File: config.mk
export PLATFORM = sky130hd
export DESIGN_NAME = mem_arbiter
export DESIGN_NICKNAME = d
export VERILOG_FILES = /design/src/rtl/mem_arbiter.sv
export SDC_FILE = /design/constraint.sdc
export NUM_CORES = 1
export LEC_CHECK = 0
export CAP_MARGIN = 20
export CORE_UTILIZATION = 35
export DETAILED_ROUTE_END_ITERATION = 10
export GPL_TIMING_DRIVEN = 0
export PLACE_DENSITY = 0.8
export SYNTH_ARGS = -nofsm -noshare
export SYNTH_HDL_FRONTEND = slang
export SYNTH_SLANG_ARGS = --single-unit
File: constraint.sdc
create_clock -name CLK -period 3.2 [get_ports CLK]
set_input_delay 0.64 -clock CLK [delete_from_list [all_inputs] [get_ports CLK]]
set_output_delay 0.64 -clock CLK [all_outputs]
set_load 0.005 [all_outputs]
File: src/rtl/mem_arbiter.sv
// Single-port memory arbiter for rv_cpu: shares one memory port between instruction
// fetch and load/store, one transaction in flight, data-priority with a fetch starvation bound.
module mem_arbiter #(
    parameter int MAX_DATA_STREAK = 4
) (
    input  logic        CLK,
    input  logic        RST,
    input  logic        if_req_valid,
    input  logic [31:0] if_addr,
    output logic        if_req_ready,
    output logic        if_resp_valid,
    output logic [31:0] if_resp_data,
    input  logic        d_req_valid,
    input  logic [31:0] d_addr,
    input  logic        d_we,
    input  logic [31:0] d_wdata,
    input  logic [3:0]  d_wstrb,
    output logic        d_req_ready,
    output logic        d_resp_valid,
    output logic [31:0] d_resp_data,
    output logic        mem_req_valid,
    input  logic        mem_req_ready,
    output logic [31:0] mem_addr,
    output logic        mem_we,
    output logic [31:0] mem_wdata,
    output logic [3:0]  mem_wstrb,
    input  logic        mem_resp_valid,
    input  logic [31:0] mem_resp_data,
    output logic        busy,
    output logic [1:0]  dbg_state_o
);

    // Handshakes: a transfer happens on the rising edge where valid and ready are both
    // high; the requester holds valid and its fields stable until it sees ready.

    localparam int SW = $clog2(MAX_DATA_STREAK + 1);
    localparam logic [SW-1:0] STREAK_MAX = SW'(MAX_DATA_STREAK);

    typedef enum logic [1:0] {
        S_IDLE  = 2'd0,
        S_ISSUE = 2'd1,
        S_WAIT  = 2'd2,
        S_RESP  = 2'd3
    } state_t;

    state_t        state_q;
    logic          owner_q;
    logic [31:0]   addr_q;
    logic          we_q;
    logic [31:0]   wdata_q;
    logic [3:0]    wstrb_q;
    logic [31:0]   rdata_q;
    logic [SW-1:0] streak_q;
    logic [SW-1:0] streak_d;
    logic          fetch_wins;
    logic          data_wins;

    // Data has priority unless fetch has already waited through a full streak.
    always_comb begin
        fetch_wins = 1'b0;
        data_wins  = 1'b0;
        streak_d   = streak_q;
        if (state_q == S_IDLE) begin
            if (d_req_valid && !(if_req_valid && streak_q == STREAK_MAX)) begin
                data_wins = 1'b1;
            end else if (if_req_valid) begin
                fetch_wins = 1'b1;
            end
        end
        if (fetch_wins) begin
            streak_d = '0;
        end else if (data_wins) begin
            if (!if_req_valid) begin
                streak_d = '0;
            end else if (streak_q != STREAK_MAX) begin
                streak_d = streak_q + 1'b1;
            end
        end
    end

    always_ff @(posedge CLK) begin
        if (RST) begin
            state_q  <= S_IDLE;
            owner_q  <= 1'b0;
            addr_q   <= '0;
            we_q     <= 1'b0;
            wdata_q  <= '0;
            wstrb_q  <= '0;
            rdata_q  <= '0;
            streak_q <= '0;
        end else begin
            case (state_q)
                S_IDLE: begin
                    if (fetch_wins || data_wins) begin
                        state_q  <= S_ISSUE;
                        owner_q  <= data_wins;
                        addr_q   <= data_wins ? d_addr : if_addr;
                        we_q     <= data_wins & d_we;
                        wdata_q  <= data_wins ? d_wdata : '0;
                        wstrb_q  <= data_wins ? d_wstrb : '0;
                        streak_q <= streak_d;
                    end
                end
                S_ISSUE: begin
                    if (mem_req_ready) begin
                        state_q <= S_WAIT;
                    end
                end
                S_WAIT: begin
                    if (mem_resp_valid) begin
                        rdata_q <= mem_resp_data;
                        state_q <= S_RESP;
                    end
                end
                S_RESP: begin
                    state_q <= S_IDLE;
                end
                default: begin
                    state_q <= S_IDLE;
                end
            endcase
        end
    end

    assign if_req_ready  = fetch_wins;
    assign d_req_ready   = data_wins;
    assign mem_req_valid = (state_q == S_ISSUE);
    assign mem_addr      = addr_q;
    assign mem_we        = we_q;
    assign mem_wdata     = wdata_q;
    assign mem_wstrb     = wstrb_q;
    assign if_resp_valid = (state_q == S_RESP) && !owner_q;
    assign d_resp_valid  = (state_q == S_RESP) && owner_q;
    assign if_resp_data  = rdata_q;
    assign d_resp_data   = rdata_q;
    assign busy          = (state_q != S_IDLE);
    assign dbg_state_o   = state_q;

endmodule
==> results.json <==
{
  "drt_first_pass_iters": 5,
  "hold_end": "owner_q",
  "syn_area_sq_um": 4540,
  "start_util_pct": 36.0,
  "seq_area_frac_synth_pct": 47.2,
  "first_iter_violations": 321,
  "wl_um": 15700,
  "tightest_slew_ns": 0.586,
  "fp.dieArea_sq_um": 13400,
  "fin_area_sq_um": 7830,
  "cts.path.max_buffers": 2,
  "die_h_um": 116,
  "htreeDepth": 3,
  "cp-end-kind": "output port",
  "regToRegSetupSlack_ns": 1.19,
  "hold_path_class": "flip-flop to flip-flop",
  "worstSkewPairLatency_ns": 0.35,
  "leakage_nw": 2.89,
  "antenna_found_initial": 0,
  "syn_inst": 540,
  "syn_area_per_cell_sq_um": 8.40,
  "port_buffers": 277,
  "grt_pass1_wl_um": 23100,
  "final_cell_mix": "277 x clkdlybuf4s50_1, 107 x dfxtp_1, 72 x nand2_1",
  "ys_async_sr_fraction_pct": 0,
  "holdWs_ns": 0.471,
  "die_w_um": 116,
  "cts_setup_buffers": 0,
  "skew_ns": 0.0112,
  "drv_cap": 0,
  "grt_overflow": 0,
  "detail-route-antenna-nets": 0,
  "row_count": 41,
  "n_antenna_cell": 0,
  "pin_count": 280,
  "routed_via_density": 5.07,
  "power_density_nw_per_um2": 682,
  "grt_max_degree": 19,
  "drive_gt1_share_pct": 9.13,
  "yosysWarnings": 0,
  "period_minus_slack_ns": 3.08,
  "coreArea_sq_um": 12600,
  "numCtsBuffers": 9,
  "r2r-end": "mem_addr[7]",
  "synth-main-ff-cell": "dfxtp_1",
  "synth_nets": 686,
  "clkSinkCount": 107,
  "max_slew_margin_pct": 60.9,
  "finalCritPeriodShare_pct": 96.2,
  "rsz0062_at_grt": "no",
  "route.detailed.drc": 0,
  "post_dp_cell_area_sq_um": 7530,
  "r2r-start": "dbg_state_o[1]",
  "gp_congestion": 0.782,
  "final_common_cell": "clkdlybuf4s50_1",
  "min_from": "owner_q",
  "rr_worst_depth": 8,
  "grt_pass1_vias": 4518,
  "synth.distinct_cells": 30,
  "cts.clk_slew.worst_paths_ns": 0.07,
  "worstSetupStartpointType": "primary input",
  "cts_tree": "done",
  "worstPathMaxFanout": 16,
  "hold_depth": 2,
  "vias": 5086,
  "hold_buffers": 0,
  "synthToLayoutAreaGrowth_pct": 72.6,
  "drv_slew": 0,
  "ys_seq_elements": 107,
  "wl_per_cell_um": 15.6,
  "clock.fmax_mhz": 325,
  "setup_viol": 0,
  "root_buffer": "clkbuf_16",
  "final_nets": 973,
  "vdd_drop_max_uv": 324,
  "critPathRequiredTime_ns": 2.56,
  "critical_path_arrival_ns": 2.44,
  "criticalPathCategory": "primary input to output port",
  "outcome": "finished, final reports clean",
  "synth-edff-count": 0,
  "hold_viol": 0,
  "grt_usage_pct": 22.1,
  "dp.final_hpwl_um": 11900
}
-- cells in the mapped netlist, types with 4 or more instances --
master	n	area [sq um]
buf_4	37	278
dfxtp_1	107	2140
a311oi_1	32	280
nand3_1	33	165
a32oi_1	37	324
a21oi_1	36	180
inv_1	5	18.8
o21ai_1	32	160
nand2_1	72	270
ha_1	7	87.6
nand4_1	4	25.0
nor2_1	71	267
buf_2	21	105
clkbuf_1	23	86.3
-- cell families (layout without fill, tap and decap cells) --
logic type | after synthesis | in the layout | share of synthesized area, %
AOI/OAI and AO/OA | 144 | 144 | 21.9
adders and majority gates | 7 | 7 | 1.93
buffers and inverters | 91 | 383 | 11.3
DFF | 107 | 107 | 47.2
and+or+nand+nor | 191 | 191 | 17.7
-- flip-flops by register name, indices dropped and copies added (netlist names) --
signal       cells
mem_wstrb        4
streak_q         3
owner_q          1
mem_wdata       32
mem_we           1
dbg_state_o      2
mem_addr        32
d_resp_data     32
-- worst max-delay path, cell delays in order --
cell and delay [ns]:
clkdlybuf4s50_1 0.59, and2_1 0.16, buf_2 0.32, nand2_1 0.14, inv_2 0.06, clkdlybuf4s50_1 0.52
-- routing by layer --
metal	GRT usage (%)	routed length (um)
met5	0	0
met4	8.12	269
met3	4.29	1270
met2	36.4	7560
met1	28.6	6600
-- final cells by class --
cell class	instances	area, sq um
fill	1113	4790
timing repair buffer	277	2770
sequential	107	2140
multi-input combinational	342	1880
buffer	84	488
clock buffer	10	239
tap	172	215
clock inverter	6	72.6
inverter	6	22.5
-- report_power, final --
part           switching [mW]  leakage (nW)  internal (mW)  total [mW]
Sequential              0.188         0.876           1.65        1.84
Combinational            1.09          1.86           1.27        2.35
Clock                   0.513         0.155          0.639        1.15
-- through the flow --
step	util, %	TNS (ns)	cells	setup WS, ns	power (mW)
after CTS	62.1	0	1004	0.0719	5.38
after global placement	59.6	0	989	0.0117	4.19
after detailed placement	59.6	-0.00757	989	-0.00757	4.22
final	62.1	0	1004	0.123	5.35
after global routing	62.1	0	1004	0.00205	5.68
after floorplan	-	0	540	1.18	2.98
-- worst max-delay path by stage --
stage                     slack, ns  depth (start not counted)    startpoint     endpoint
final                          0.12                          6   d_req_valid  d_req_ready
after detailed placement     -0.008                          7   d_req_valid  d_req_ready
after global placement         0.01                          7   d_req_valid  d_req_ready
after CTS                      0.07                          7   streak_q[0]  d_req_ready
after global routing          0.002                          6   d_req_valid  d_req_ready
after floorplan                1.18                          5  if_req_valid  d_req_ready
-- timing repair --
| action | 4_1_cts | 5_1_grt |
|---|---|---|
| gates cloned | 0 | 0 |
| pin swaps | 0 | 0 |
| gates resized for setup | 0 | 2 |
| setup endpoints to repair | 1 | 1 |
No activity file was read; power rests on OpenSTA's default activity.
==> RTL edit 1: new RTL, config.mk and constraints unchanged <==
Put one more register stage on the output `dbg_state_o`, without a reset. The value now appears one clock later. The other outputs are not delayed to match.
--- a/src/rtl/mem_arbiter.sv
+++ b/src/rtl/mem_arbiter.sv
@@ -134,6 +134,8 @@
     assign if_resp_data  = rdata_q;
     assign d_resp_data   = rdata_q;
     assign busy          = (state_q != S_IDLE);
-    assign dbg_state_o   = state_q;
+    always_ff @(posedge CLK) begin
+        dbg_state_o <= state_q;
+    end
 
 endmodule
Behaviour: not the same (Yosys sat finds a counterexample within 4 cycles, from zero or initial values and one cycle with RST high).
==> RTL edit 1 against the original RTL <==
  * Wire length grew 0.71%
  * Area after synthesis increased by 2.6%
  * Largest power group unchanged
  * Maximum frequency is 2.4% higher
  * Design area up 1.1%
  * Total power fell by 0.10%
  * Setup slack improved by 0.071 ns
  * Sequential cell count rose by 2
  * Sequential share of layout area up 0.21 points
  * Highest routed layer unchanged
  * First-iteration DRC count decreased by 12%
  * Combinational power rose by 3%
  * Largest cell class unchanged
  * Clock skew shrank 0.0034 ns
  * Count of clock-buffer cells in the layout rose by 2
==> RTL edit 1: results (changes against the original RTL) <==
status: "complete, no violations"
grtUsageMet2_pct: 39.2  # +2.8 points
dp_hpwl_um: 11900  # +0.43%
grt_usage_pct: 23.2  # +1.1 points
cts-buffers-inserted: 9  # unchanged
nets: 976  # +0.31%
drt-initial-drc-count: 282  # -12%
skew_ns: 0.00781  # -0.00343 ns
critPathMaxFanout: 10  # -6
synth_fp_nets: 688  # +0.29%
synth.distinct_cells: 31  # +3.3%
cts-root-buf: "clkbuf_16"
drive_above_1_share_pct: 10.4  # +1.3 points
p_leak_nw: 2.93  # +1.4%
antenna-diode-count: 0  # unchanged
async_flop_share_pct: 0  # unchanged
grt_pass1_vias: 4942  # +9.4%
antenna_found_initial: 0  # unchanged
portBuffers: 277  # unchanged
dp_cells: 991  # +0.20%
yosysSeqAreaShare_pct: 46.9  # -0.35 points
max-vdd-ir-drop_uv: 535  # +65%
synth_common_cells: "dfxtp_1, nand2_1, nor2_1, buf_4"
route.detailed.wl_per_inst_um: 15.7  # +0.41%
finalNonFillerCells: 1007  # +0.30%
drt-pass1-iter-count: 5  # unchanged
met1_usage_pct: 28.0  # -0.63 points
grtUsageMet3_pct: 6.57  # +2.3 points
htree_num_levels: 3  # unchanged
grt_max_degree: 17  # -2
synth_cells: 542  # +0.37%
arrival_ns: 2.37  # -0.07 ns
grt_pass1_wl_um: 25500  # +10%
hp-class: "reg -> reg"
place_congestion: 0.810  # +3.5%
clk_latency_ns: 0.36
clockBufferDepth: 2  # unchanged
clk_pin_slew_ns: 0.07  # about the same
worstMarginPinSlew_ns: 0.574  # -0.0125 ns
synth_area_leaders: "dfxtp_1, a32oi_1, buf_4, nand2_1, nor2_1"
yosysWarnings: 0  # unchanged
viasPerCell: 4.96  # -2.0%
RTL edit 1: worst paths after layout:
check                   start              to  slack, ns  depth (start not counted)
hold / removal     state_q[1]  dbg_state_o[1]       0.40                          0
setup / recovery   state_q[1]     d_req_ready       0.19                          9
setup reg to reg  streak_q[0]    mem_addr[29]       1.40                          6
hold reg to reg    state_q[1]  dbg_state_o[1]       0.40                          0
RTL edit 1: worst max-delay path: stages, from the launching register on:
cell	delay [ns]
dfxtp_1	0.34
inv_1	0.12
ha_1	0.15
buf_4	0.16
and2_4	0.15
buf_8	0.14
buf_2	0.23
nand2_1	0.12
inv_1	0.07
clkdlybuf4s50_1	0.51
RTL edit 1: repair_timing:
item,CTS,global route
gates resized for setup,0,3
setup endpoints to repair,0,1
endpoints found under the hold margin,0,0
buffers inserted,0,0
RTL edit 1: area by class of cell:
type	count	area, sq um
clock buffers	12	246
flip-flops and latches	109	2180
multi-input cells	342	1910
fillers	1141	4850
plain buffers	85	548
clock inverters	4	23.8
repair buffers	277	2780
well taps	172	215
inverters	6	22.5
RTL edit 1: layer usage:
layer	vias up	part of all wire, %	wire (um)
li1	2462	-	-
met1	2323	42	6700
met2	189	49	7680
met3	24	6.9	1100
met4	0	2.0	320
met5	-	0	0
RTL edit 1: kinds of logic after synthesis:
kind of cell | synth area share [%]
compound gates | 21.6
simple gates | 17.5
buf+inv | 12.2
fa+ha+maj | 1.88
flops | 46.9
RTL edit 1: where the power goes:
part           switching, mW  internal (mW)
clock                  0.504          0.548
sequential             0.194           1.69
combinational           1.07           1.34
total                   1.77           3.57
RTL edit 1: through the flow:
step	cell area (sq um)	util [%]	worst slack, ns
detailed placement	7640	59.8	0.0324
global placement	7640	59.8	0.0475
global route	7920	62.0	0.0332
finish	7920	62.0	0.194
floorplan	4660	-	1.18
CTS	7920	62.0	0.0193
==> RTL edit 2: new RTL, same flow settings <==
Made on the original files. Set the parameter `MAX_DATA_STREAK` to 2 (it was 4).
--- a/src/rtl/mem_arbiter.sv
+++ b/src/rtl/mem_arbiter.sv
@@ -1,7 +1,7 @@
 // Single-port memory arbiter for rv_cpu: shares one memory port between instruction
 // fetch and load/store, one transaction in flight, data-priority with a fetch starvation bound.
 module mem_arbiter #(
-    parameter int MAX_DATA_STREAK = 4
+    parameter int MAX_DATA_STREAK = 2
 ) (
     input  logic        CLK,
     input  logic        RST,
Check against the original RTL: no difference found for any inputs over 4 cycles, from zero or initial values and one cycle with RST high; that may be too few to reach the edited logic, so the function may still have changed.
==> RTL edit 2 against the original RTL <==
  * Via count fell by 3.9%
  * Design area fell by 0.32%
  * Setup slack improved by 0.077 ns
  * Sequential cell count fell by 1
  * Highest routed layer unchanged
  * Total power fell by 13%
  * Area after synthesis fell by 0.17%
  * Sequential share of layout area fell by 0.17 points
  * Wire length fell by 3.3%
==> RTL edit 2: results (changes against the original RTL) <==
synth_fp_nets: 673  # -1.9%
cell_internal_pwr_mw: 3.12  # -12%
portBuffers: 278  # +0.36%
yosysSeqAreaShare_pct: 46.8  # -0.36 points
synth_compound_area_share_pct: 27.2  # +5.4 points
dr_wl_met2_um: 7460  # -1.2%
min_to: "streak_q[1]"
reg2reg_depth: 6  # -2
grtUsageMet2_pct: 38.8  # +2.5 points
p_comb_mw: 1.89  # -20%
synth_cells: 528  # -2.2%
status: "complete, no violations"
max-vdd-ir-drop_uv: 326  # +0.49%
dpl_worst_slack_ns: 0.188  # +0.196 ns
grt_usage_pct: 22.1  # +0.030 points
min_from: "streak_q[1]"
hold_slack_ns: 0.463  # -0.00811 ns
grtUsageMet3_pct: 7.17  # +2.9 points
critPathMaxFanout: 10  # -6
setup.worst_path.start: "if_req_valid"
synth-adder-area-share_pct: 1.66  # -0.27 points
worstMarginPinSlew_ns: 0.652  # +0.0656 ns
grt_pass1_wl_um: 22900  # -1.0%
synth_common_cells: "dfxtp_1, nand2_1, nor2_1, a32oi_1, inv_1"
synth_area_leaders: "dfxtp_1, a32oi_1, a2111oi_0, nand2_1, buf_4"
max_freq_mhz: 333  # +2.6%
drive_above_1_share_pct: 7.54  # -1.6 points
place_area_sq_um: 7530  # about the same
routed-via-count: 4888  # -3.9%
pwr-share-clk_pct: 22.5  # +1.0 points
[RTL edit 2: cell count changes in the layout (fill, tap and decap cells not counted), sizes merged, moves of 2 or more]
| cell | change |
|---|---|
| a2111oi | +32 |
| inv | +31 |
| clkinvlp | +4 |
| a311oi | -32 |
| clkbuf | +11 |
| or4b | +2 |
| nand3 | -33 |
| nand4 | -4 |
| nand2b | -2 |
| nand2 | -2 |
| a211oi | +31 |
| buf | -14 |
| nor2 | -31 |
[RTL edit 2: layout make-up]
| class | count | area [sq um] |
|---|---|---|
| clock buffers | 9 | 225 |
| inverters | 38 | 143 |
| flip-flops and latches | 106 | 2120 |
| fillers | 1165 | 4810 |
| repair buffers | 278 | 2780 |
| plain buffers | 82 | 464 |
| clock inverters | 7 | 55.1 |
| multi-input cells | 302 | 1800 |
| well taps | 172 | 215 |
[RTL edit 2: cells by family (layout without fill, tap and decap cells)]
logic type,Yosys count,after routing
and+or+nand+nor,121,121
adders and majority gates,6,6
buffers and inverters,120,414
DFF,106,106
AOI/OAI and AO/OA,175,175
